==> config.mk <==
export PLATFORM = sky130hd
export DESIGN_NAME = pacman_mover
export DESIGN_NICKNAME = d
export VERILOG_FILES = /design/src/rtl/pacman_mover.sv
export SDC_FILE = /design/constraint.sdc
export NUM_CORES = 1
export LEC_CHECK = 0
export BUFFER_PORTS_ARGS = -buffer_cell sky130_fd_sc_hd__buf_2
export CORE_ASPECT_RATIO = 1.75
export CORE_MARGIN = 5
export CORE_UTILIZATION = 59
export CTS_CLUSTER_DIAMETER = 40
export CTS_CLUSTER_SIZE = 24
export DETAILED_ROUTE_END_ITERATION = 12
export PLACE_DENSITY = 0.85
export SLEW_MARGIN = 10
export SYNTH_ARGS = -nofsm -noshare
export SYNTH_HDL_FRONTEND = slang
export SYNTH_SLANG_ARGS = --single-unit
==> constraint.sdc <==
create_clock -name i_clk -period 3.8 [get_ports i_clk]
set_clock_uncertainty 0.1 [all_clocks]
set_input_delay 0.38 -clock i_clk [delete_from_list [all_inputs] [get_ports i_clk]]
set_output_delay 0.38 -clock i_clk [all_outputs]
set_load 0.01 [all_outputs]
==> src/rtl/pacman_mover.sv <==
// pacman_mover: tile-aligned, rate-limited Pac-Man position controller.
// Button presses become a wanted direction. Every STEP_DIV enabled cycles a
// decision is made. Between tiles the sprite keeps moving, or turns back if
// the opposite direction is wanted. On a tile boundary it asks the maze (via
// a req/ack query) whether the next tile is free.
// Ports:
//   i_clk, i_rst           clock, asynchronous active-high reset
//   i_en                   movement enable (freezes tick counter and WAIT)
//   i_up/down/left/right   level buttons (left > right > up > down)
//   o_req, o_qx, o_qy      maze query request and queried tile (row, col)
//   i_ack, i_blocked       query acknowledge and wall flag
//   o_x, o_y               sprite row / column pixel coordinate
//   o_dir                  0 up, 1 down, 2 left, 3 right
//   o_moving               sprite is in motion
module pacman_mover #(
  parameter int W        = 10,
  parameter int X_MAX    = 272,
  parameter int Y_MAX    = 208,
  parameter int X_INIT   = 8,
  parameter int Y_INIT   = 8,
  parameter int TILE     = 8,
  parameter int STEP_DIV = 4
) (
  input  logic         i_clk,
  input  logic         i_rst,
  input  logic         i_en,
  input  logic         i_up,
  input  logic         i_down,
  input  logic         i_left,
  input  logic         i_right,
  output logic         o_req,
  output logic [W-1:0] o_qx,
  output logic [W-1:0] o_qy,
  input  logic         i_ack,
  input  logic         i_blocked,
  output logic [W-1:0] o_x,
  output logic [W-1:0] o_y,
  output logic [1:0]   o_dir,
  output logic         o_moving
);

  localparam int SH = $clog2(TILE);
  localparam int CW = (STEP_DIV > 1) ? $clog2(STEP_DIV) : 1;
  localparam logic [CW-1:0] CNT_LAST = CW'(STEP_DIV - 1);
  // One extra bit so bound checks on coordinate + TILE cannot overflow.
  localparam logic [W:0] TILE_E = (W+1)'(TILE);
  localparam logic [W:0] XMAX_E = (W+1)'(X_MAX);
  localparam logic [W:0] YMAX_E = (W+1)'(Y_MAX);

  typedef enum logic [1:0] {S_WAIT, S_Q_WANT, S_Q_CUR, S_STEP} state_t;

  state_t        state_q, state_d;
  logic [CW-1:0] cnt_q, cnt_d;
  logic [W-1:0]  x_q, x_d, y_q, y_d, qx_q, qx_d, qy_q, qy_d;
  logic [1:0]    dir_q, dir_d, want_q, want_d;
  logic          moving_q, moving_d, req_q, req_d, want_v_q, want_v_d;

  // Target pixel one tile away along d falls outside the maze.
  function automatic logic is_oob(input logic [1:0] d, input logic [W-1:0] x,
                                  input logic [W-1:0] y);
    logic [W:0] xe, ye;
    xe = {1'b0, x};
    ye = {1'b0, y};
    case (d)
      2'd0:    is_oob = (xe < TILE_E);
      2'd1:    is_oob = ((xe + TILE_E) > XMAX_E);
      2'd2:    is_oob = (ye < TILE_E);
      default: is_oob = ((ye + TILE_E) > YMAX_E);
    endcase
  endfunction

  // Neighbouring tile index along d, packed {row, col}.
  function automatic logic [2*W-1:0] tile_of(input logic [1:0] d, input logic [W-1:0] x,
                                             input logic [W-1:0] y);
    logic [W-1:0] tx, ty;
    tx = x >> SH;
    ty = y >> SH;
    case (d)
      2'd0:    tx = tx - W'(1);
      2'd1:    tx = tx + W'(1);
      2'd2:    ty = ty - W'(1);
      default: ty = ty + W'(1);
    endcase
    tile_of = {tx, ty};
  endfunction

  logic           aligned, want_oob, dir_oob, any_btn;
  logic [2*W-1:0] want_tile, dir_tile;

  assign aligned   = (x_q[SH-1:0] == '0) && (y_q[SH-1:0] == '0);
  assign want_oob  = is_oob(want_q, x_q, y_q);
  assign dir_oob   = is_oob(dir_q, x_q, y_q);
  assign want_tile = tile_of(want_q, x_q, y_q);
  assign dir_tile  = tile_of(dir_q, x_q, y_q);
  assign any_btn   = i_up | i_down | i_left | i_right;

  always_comb begin
    state_d  = state_q;
    cnt_d    = cnt_q;
    x_d      = x_q;
    y_d      = y_q;
    dir_d    = dir_q;
    moving_d = moving_q;
    req_d    = req_q;
    qx_d     = qx_q;
    qy_d     = qy_q;
    want_d   = want_q;
    want_v_d = want_v_q;
    unique case (state_q)
      S_WAIT: begin
        if (i_en) begin
          if (cnt_q == CNT_LAST) begin
            cnt_d = '0;
            // Up/down and left/right differ only in bit 0.
            if (want_v_q && moving_q && (want_q == (dir_q ^ 2'd1))) begin
              dir_d    = want_q;
              want_v_d = 1'b0;
              state_d  = S_STEP;
            end else if (!aligned && moving_q) begin
              state_d = S_STEP;
            end else if (aligned && want_v_q && !want_oob) begin
              state_d        = S_Q_WANT;
              req_d          = 1'b1;
              {qx_d, qy_d}   = want_tile;
            end else if (aligned && moving_q) begin
              // No wish, or the wish leaves the maze: try to keep going.
              if (dir_oob) begin
                moving_d = 1'b0;
              end else begin
                state_d      = S_Q_CUR;
                req_d        = 1'b1;
                {qx_d, qy_d} = dir_tile;
              end
            end
          end else begin
            cnt_d = cnt_q + CW'(1);
          end
        end
      end
      S_Q_WANT: begin
        if (i_ack) begin
          req_d = 1'b0;
          if (!i_blocked) begin
            dir_d    = want_q;
            want_v_d = 1'b0;
            moving_d = 1'b1;
            state_d  = S_STEP;
          end else if (moving_q && !dir_oob) begin
            // Request drops for a cycle, then Q_CUR reissues it.
            state_d = S_Q_CUR;
          end else begin
            moving_d = 1'b0;
            state_d  = S_WAIT;
          end
        end
      end
      S_Q_CUR: begin
        if (!req_q) begin
          req_d        = 1'b1;
          {qx_d, qy_d} = dir_tile;
        end else if (i_ack) begin
          req_d = 1'b0;
          if (i_blocked) begin
            moving_d = 1'b0;
            state_d  = S_WAIT;
          end else begin
            state_d = S_STEP;
          end
        end
      end
      S_STEP: begin
        state_d = S_WAIT;
        case (dir_q)
          2'd0:    if (x_q != '0) x_d = x_q - W'(1); else moving_d = 1'b0;
          2'd1:    if ({1'b0, x_q} < XMAX_E) x_d = x_q + W'(1); else moving_d = 1'b0;
          2'd2:    if (y_q != '0) y_d = y_q - W'(1); else moving_d = 1'b0;
          default: if ({1'b0, y_q} < YMAX_E) y_d = y_q + W'(1); else moving_d = 1'b0;
        endcase
      end
    endcase
    // A press in the same cycle as adoption wins, so a held button stays wanted.
    if (any_btn) begin
      want_v_d = 1'b1;
      if (i_left)       want_d = 2'd2;
      else if (i_right) want_d = 2'd3;
      else if (i_up)    want_d = 2'd0;
      else              want_d = 2'd1;
    end
  end

  always_ff @(posedge i_clk or posedge i_rst) begin
    if (i_rst) begin
      state_q  <= S_WAIT;
      cnt_q    <= '0;
      x_q      <= W'(X_INIT);
      y_q      <= W'(Y_INIT);
      dir_q    <= 2'd0;
      moving_q <= 1'b0;
      req_q    <= 1'b0;
      qx_q     <= '0;
      qy_q     <= '0;
      want_q   <= 2'd0;
      want_v_q <= 1'b0;
    end else begin
      state_q  <= state_d;
      cnt_q    <= cnt_d;
      x_q      <= x_d;
      y_q      <= y_d;
      dir_q    <= dir_d;
      moving_q <= moving_d;
      req_q    <= req_d;
      qx_q     <= qx_d;
      qy_q     <= qy_d;
      want_q   <= want_d;
      want_v_q <= want_v_d;
    end
  end

  assign o_req    = req_q;
  assign o_qx     = qx_q;
  assign o_qy     = qy_q;
  assign o_x      = x_q;
  assign o_y      = y_q;
  assign o_dir    = dir_q;
  assign o_moving = moving_q;

endmodule
==> flow_metrics.env, run 1 <==
export IMPL_status="completed"
export IMPL_worstSkewPairLatency_ns=0.29
export IMPL_clkPwrFrac=0.115
export IMPL_cts_resized=0
export IMPL_final_nets=586
export IMPL_combinationalPowerShare=0.644
export IMPL_p_leak_nw=2.19
export IMPL_grt_max_degree=50
export IMPL_fp_dieH_um=123
export IMPL_p_switching_mw=2.13
export IMPL_ctsHoldBuffers=0
export IMPL_yosysSeqAreaShare=0.286
export IMPL_internal_power_mw=2.41
export IMPL_start_kind="flip-flop"
export IMPL_startpoint="o_y[3]"
export IMPL_crit_type="reg -> reg"
export IMPL_vdd_drop_max_mv=0.580
export IMPL_finalSetupViolCount=0
export IMPL_route_final_wire_length_um=10500
export IMPL_tightest_slew_ns=1.05
export IMPL_grt_pass1_wl_um=17400
export IMPL_antenna_cells=0
export IMPL_p_seq_frac=0.241
export IMPL_drv_slew=0
export IMPL_viasPerCell=6.29
export IMPL_top_layer="met4"
export IMPL_met2WireLength_um=5730
export IMPL_track_usage=0.241
export IMPL_min_period_ns=3.59
export IMPL_synthFlopType="dfrtp_1"
export IMPL_async_reset_ff_frac=1.00
export IMPL_cts_buffers=5
export IMPL_rows=41
export IMPL_fin_ws_ns=0.210
export IMPL_yosys_area_top_type_share=0.273
export IMPL_fin_crit_sh=0.945
export IMPL_tns_ns=0
export IMPL_syn_inst=512
export IMPL_grt_ovfl_total=0
export IMPL_syn_avg_cell_area_um2=8.40
export IMPL_die_area_um2=9170
export IMPL_drc=0
export IMPL_report_final_hold_viol_count=0
export IMPL_num_fill_cells=615
export IMPL_crit_fanout=18
export IMPL_power_density_nw_per_um2=950
export IMPL_dr_pass1_iters=5
export IMPL_timing_fmax_mhz=279
export IMPL_ys_seq_elements=49
export IMPL_vias=3990
export IMPL_grt_pass1_vias=3935
export IMPL_hp_start="i_left"
export IMPL_multi_input_area_um2=2800
export IMPL_cts_tree="done"
export IMPL_swShare=0.469
export IMPL_path_clk_slew_ns=0.06
export IMPL_gp_congestion=0.857
export IMPL_die_w_um=74.6
export IMPL_yosysTopAreaCell="dfrtp_1"
export IMPL_drive_gt1_frac=0.197
export IMPL_ant_nets=0
export IMPL_utilization=0.667
export IMPL_crit_required_ns=3.87
export IMPL_wl_met1_um=3670
export IMPL_h_tree_depth=2
export IMPL_drtIter0Drc=267
export IMPL_avgRoutedWirePerCell_um=16.5
export IMPL_ioPinCount=53
export IMPL_synth_area_um2=4300
export IMPL_timing_rr_start="o_y[3]"
export IMPL_cts_root_buf="clkbuf_16"
export IMPL_synth_edf_count=0
export IMPL_crit_arrival_ns=3.66
export IMPL_yosysUniqueCellTypes=64
export IMPL_synth_net_count=551
export IMPL_p_total_mw=4.55
export IMPL_maxCapViolations=0
export IMPL_start_util=0.599
export IMPL_areaGrowthSynthToFinish_pct=11.3
export IMPL_post_cts_setup_buffers=0
export IMPL_wl_met3_um=594
export IMPL_slew_headroom=0.297
export IMPL_port_buffers=52
export IMPL_clockBufferDepth=2
export IMPL_worstSetupEndpointType="flip-flop"
export IMPL_place_ws_ns=0.286
export IMPL_min_path_type="in -> reg"
export IMPL_regArea_um2=1230
export IMPL_rsz0062_at_grt="no"
export IMPL_antenna_found_initial=0
export IMPL_clock_sinks=49
export IMPL_hpwl_um=7610
export IMPL_yosysWarnings=0
export IMPL_yosys_top_cells_area="dfrtp_1 27%, ha_1 8.1%, mux2_2 5.8%"
export IMPL_core_area_um2=7180
kinds of logic (layout without fill, tap and decap cells):
logic type | Yosys count | count (layout) | share of synthesized area
mux | 48 | 48 | 0.123
simple gates | 167 | 167 | 0.184
xor+xnor | 32 | 32 | 0.0651
compound gates | 121 | 121 | 0.186
fa+ha+maj | 30 | 30 | 0.0907
buf+inv | 65 | 101 | 0.0663
flops | 49 | 49 | 0.286
cell usage after synthesis (9+ instances only):
| master | instances |
|---|---|
| nand2_1 | 63 |
| dfrtp_1 | 47 |
| o21ai_0 | 35 |
| nor2_1 | 32 |
| a21oi_1 | 30 |
| ha_1 | 28 |
| inv_1 | 27 |
| mux2_2 | 22 |
| xnor2_1 | 19 |
| clkbuf_1 | 18 |
| mux2i_1 | 18 |
| nor3_1 | 18 |
| xor2_1 | 13 |
| buf_2 | 9 |
| nand3_1 | 9 |
per-stage QoR:
| stage | std cells | hold WS [ns] | area (µm²) |
|---|---|---|---|
| 3_5_place_dp | 626 | 0.369 | 4620 |
| 6_report | 634 | 0.141 | 4790 |
| 5_1_grt | 634 | 0.150 | 4790 |
| 3_3_place_gp | 626 | 0.364 | 4620 |
| 2_1_floorplan | 512 | 0.346 | 4300 |
| 4_1_cts | 634 | 0.136 | 4790 |
sequential cells by signal, indices dropped and copies added (netlist names), 2 cells and up:
name,count
want_q,2
cnt_q,2
o_dir,2
o_x,10
o_qy,9
o_y,10
o_qx,9
state_q,2
final timing paths:
check,end,cells past startpoint,slack [ns]
worst min-delay path,want_q[0],2,0.14
max in group asynchronous,o_qx[5],2,2.71
worst min register to register,o_qy[7],1,0.38
worst max register to register,o_qx[4],10,0.21
min in group asynchronous,o_qy[1],2,0.24
worst max-delay path,o_qx[4],10,0.21
worst max-delay path: stages, from the launching register on:
cell and delay (ns):
dfstp_2 0.68, ha_1 0.33, nand3_1 0.22, nor4b_1 0.39, a211oi_1 0.11, and2_1 0.17, mux4_2 0.53, a21oi_2 0.28
o2bb2ai_4 0.09, buf_4 0.23, mux2_1 0.33
power groups by stage:
stage,registers [mW],clock network (mW),logic [mW]
floorplan,1.00,0,2.26
global placement,1.09,0,2.78
detailed placement,1.10,0,2.89
CTS,1.09,0.536,2.92
global route,1.14,0.547,3.26
finish,1.10,0.522,2.93
placed cells by master (no fill, tap or decap), drive strengths merged, types with 5 or more instances in the layout:
cell    instances
inv            27
clkbuf          7
buf            66
nand3           9
nand2          63
mux2           29
nand2b          7
ha             28
xor2           13
nor3           18
a21oi          31
o21ai          36
a21o            7
o31ai           5
nand4           7
xnor2          19
nor2           33
and3            6
dfrtp          47
mux2i          18
metal layers:
layer  vias up  global-route usage
li1       1892                   -
met1      1902               0.245
met2       149               0.446
met3        47              0.0350
met4         0               0.141
met5         -                   0
layout make-up:
cell class              count  share of cell area
repair buffers             66              0.0789
clock inverters             1             0.00627
inverters                  27              0.0212
well taps                  86              0.0225
flip-flops and latches     49               0.257
multi-input cells         398               0.585
clock buffers               7              0.0298
(Power assumes the default switching activity.)
==> inputs of run 2 (changes only) <==
CORE_ASPECT_RATIO = not set   (was 1.75)
==> flow_metrics.env, run 2 (same netlist as run 1, synthesis figures left out) <==
export IMPL_slew_headroom=0.333
export IMPL_crit_arrival_ns=3.60
export IMPL_post_cts_setup_buffers=0
export IMPL_p_switching_mw=2.12
export IMPL_drive_gt1_frac=0.199
export IMPL_rows=31
export IMPL_vias=3960
export IMPL_start_kind="flip-flop"
export IMPL_areaGrowthSynthToFinish_pct=10.0
export IMPL_drtIter0Drc=385
export IMPL_drc=0
export IMPL_grt_ovfl_total=0
export IMPL_combinationalPowerShare=0.677
export IMPL_maxCapViolations=0
export IMPL_dpl_cell_area_um2=4630
export IMPL_route_final_wire_length_um=10300
export IMPL_hpwl_um=7540
export IMPL_cts_root_buf="clkbuf_8"
export IMPL_gp_congestion=0.910
export IMPL_final_nets=586
export IMPL_min_path_type="in -> reg"
export IMPL_regArea_um2=1230
export IMPL_finalSetupViolCount=0
export IMPL_start_util=0.600
export IMPL_final_cell_mix="63 x nand2_1, 52 x buf_2, 47 x dfrtp_1"
export IMPL_postLayoutCellArea_um2=4730
export IMPL_crit_type="reg -> reg"
export IMPL_ioPinCount=53
export IMPL_drv_slew=0
export IMPL_antenna_cells=0
export IMPL_timing_fmax_mhz=285
export IMPL_p_total_mw=4.37
export IMPL_report_final_hold_viol_count=0
export IMPL_swShare=0.485
export IMPL_ant_nets=0
export IMPL_cts_tree="done"
export IMPL_tns_ns=0
export IMPL_path_clk_slew_ns=0.09
export IMPL_ctsHoldBuffers=0
export IMPL_grt_pass1_vias=3719
export IMPL_p_seq_frac=0.245
export IMPL_core_area_um2=7180
export IMPL_clkPwrFrac=0.078
export IMPL_grt_pass1_wl_um=17600
export IMPL_avgRoutedWirePerCell_um=15.9
export IMPL_layout_commonest_cell="nand2_1"
export IMPL_power_density_nw_per_um2=923
export IMPL_min_period_ns=3.51
export IMPL_tightest_slew_ns=0.998
export IMPL_worstSkewPairLatency_ns=0.30
export IMPL_status="completed"
export IMPL_die_area_um2=9100
export IMPL_viasPerCell=6.12
export IMPL_clockBufferDepth=2
export IMPL_multi_input_area_um2=2800
export IMPL_die_w_um=95.4
export IMPL_fin_crit_sh=0.925
export IMPL_worstSetupEndpointType="flip-flop"
export IMPL_track_usage=0.240
export IMPL_port_buffers=52
export IMPL_crit_fanout=13
export IMPL_cts_buffers=5
export IMPL_crit_required_ns=3.89
export IMPL_rsz0062_at_grt="no"
export IMPL_grt_max_degree=50
export IMPL_cts_resized=0
export IMPL_clock_sinks=49
export IMPL_h_tree_depth=2
export IMPL_internal_power_mw=2.25
export IMPL_fp_dieH_um=95.4
export IMPL_num_fill_cells=597
export IMPL_dr_pass1_iters=6
export IMPL_antenna_found_initial=0
export IMPL_p_leak_nw=2.16
export IMPL_vdd_drop_max_mv=0.479
[run 2: through the flow]
stage | util | cells | setup slack, ns | hold WS, ns
2_1_floorplan | - | 512 | 0.391 | 0.346
3_3_place_gp | 0.646 | 639 | 0.413 | 0.366
3_5_place_dp | 0.646 | 639 | 0.315 | 0.369
4_1_cts | 0.660 | 647 | 0.299 | 0.122
5_1_grt | 0.660 | 647 | 0.0946 | 0.119
6_report | 0.660 | 647 | 0.287 | 0.130
[run 2: path summary, 6_finish.rpt]
| path | startpoint | to | slack [ns] | cells past startpoint |
|---|---|---|---|---|
| setup / recovery | o_y[3] | o_qy[0] | 0.29 | 11 |
| hold / removal | i_left | want_q[0] | 0.13 | 2 |
| setup reg to reg | o_y[3] | o_qy[0] | 0.29 | 11 |
| hold reg to reg | o_qy[1] | o_qy[1] | 0.38 | 1 |
| max in group asynchronous | i_rst | o_x[6] | 2.77 | 2 |
| min in group asynchronous | i_rst | cnt_q[0] | 0.20 | 2 |
[run 2: critical path, cell delays in order, from the launching register on]
cell and delay [ns]:
dfstp_2 0.67, inv_1 0.08, ha_1 0.36, inv_1 0.08
nor4b_1 0.37, a211oi_1 0.11, and2_1 0.17, mux4_2 0.53
a21oi_2 0.25, o2bb2ai_4 0.18, buf_12 0.19, mux2_1 0.31
[run 2: area by class of cell]
type / instances / share of cell area
multi-input cells: 398 / 0.592
well taps: 99 / 0.0262
inverters: 27 / 0.0214
repair buffers: 66 / 0.0798
flip-flops and latches: 49 / 0.260
clock buffers: 7 / 0.0204
clock inverters: 1 / 0.00106
[run 2: power by group through the flow]
stage               sequential, mW  combinational (mW)  clock [mW]
floorplan                     1.00                2.26           0
global placement              1.06                2.80           0
detailed placement            1.07                2.93           0
CTS                           1.06                2.95       0.348
global route                  1.11                3.29       0.370
finish                        1.07                2.96       0.341
[run 2: routing by layer]
layer | vias up | wire [µm] | global-route usage
met1 | 1893 | 4250 | 0.318
met4 | 0 | 266 | 0.0841
met5 | - | 0 | 0
met3 | 21 | 771 | 0.0379
li1 | 1876 | - | -
met2 | 170 | 4970 | 0.399
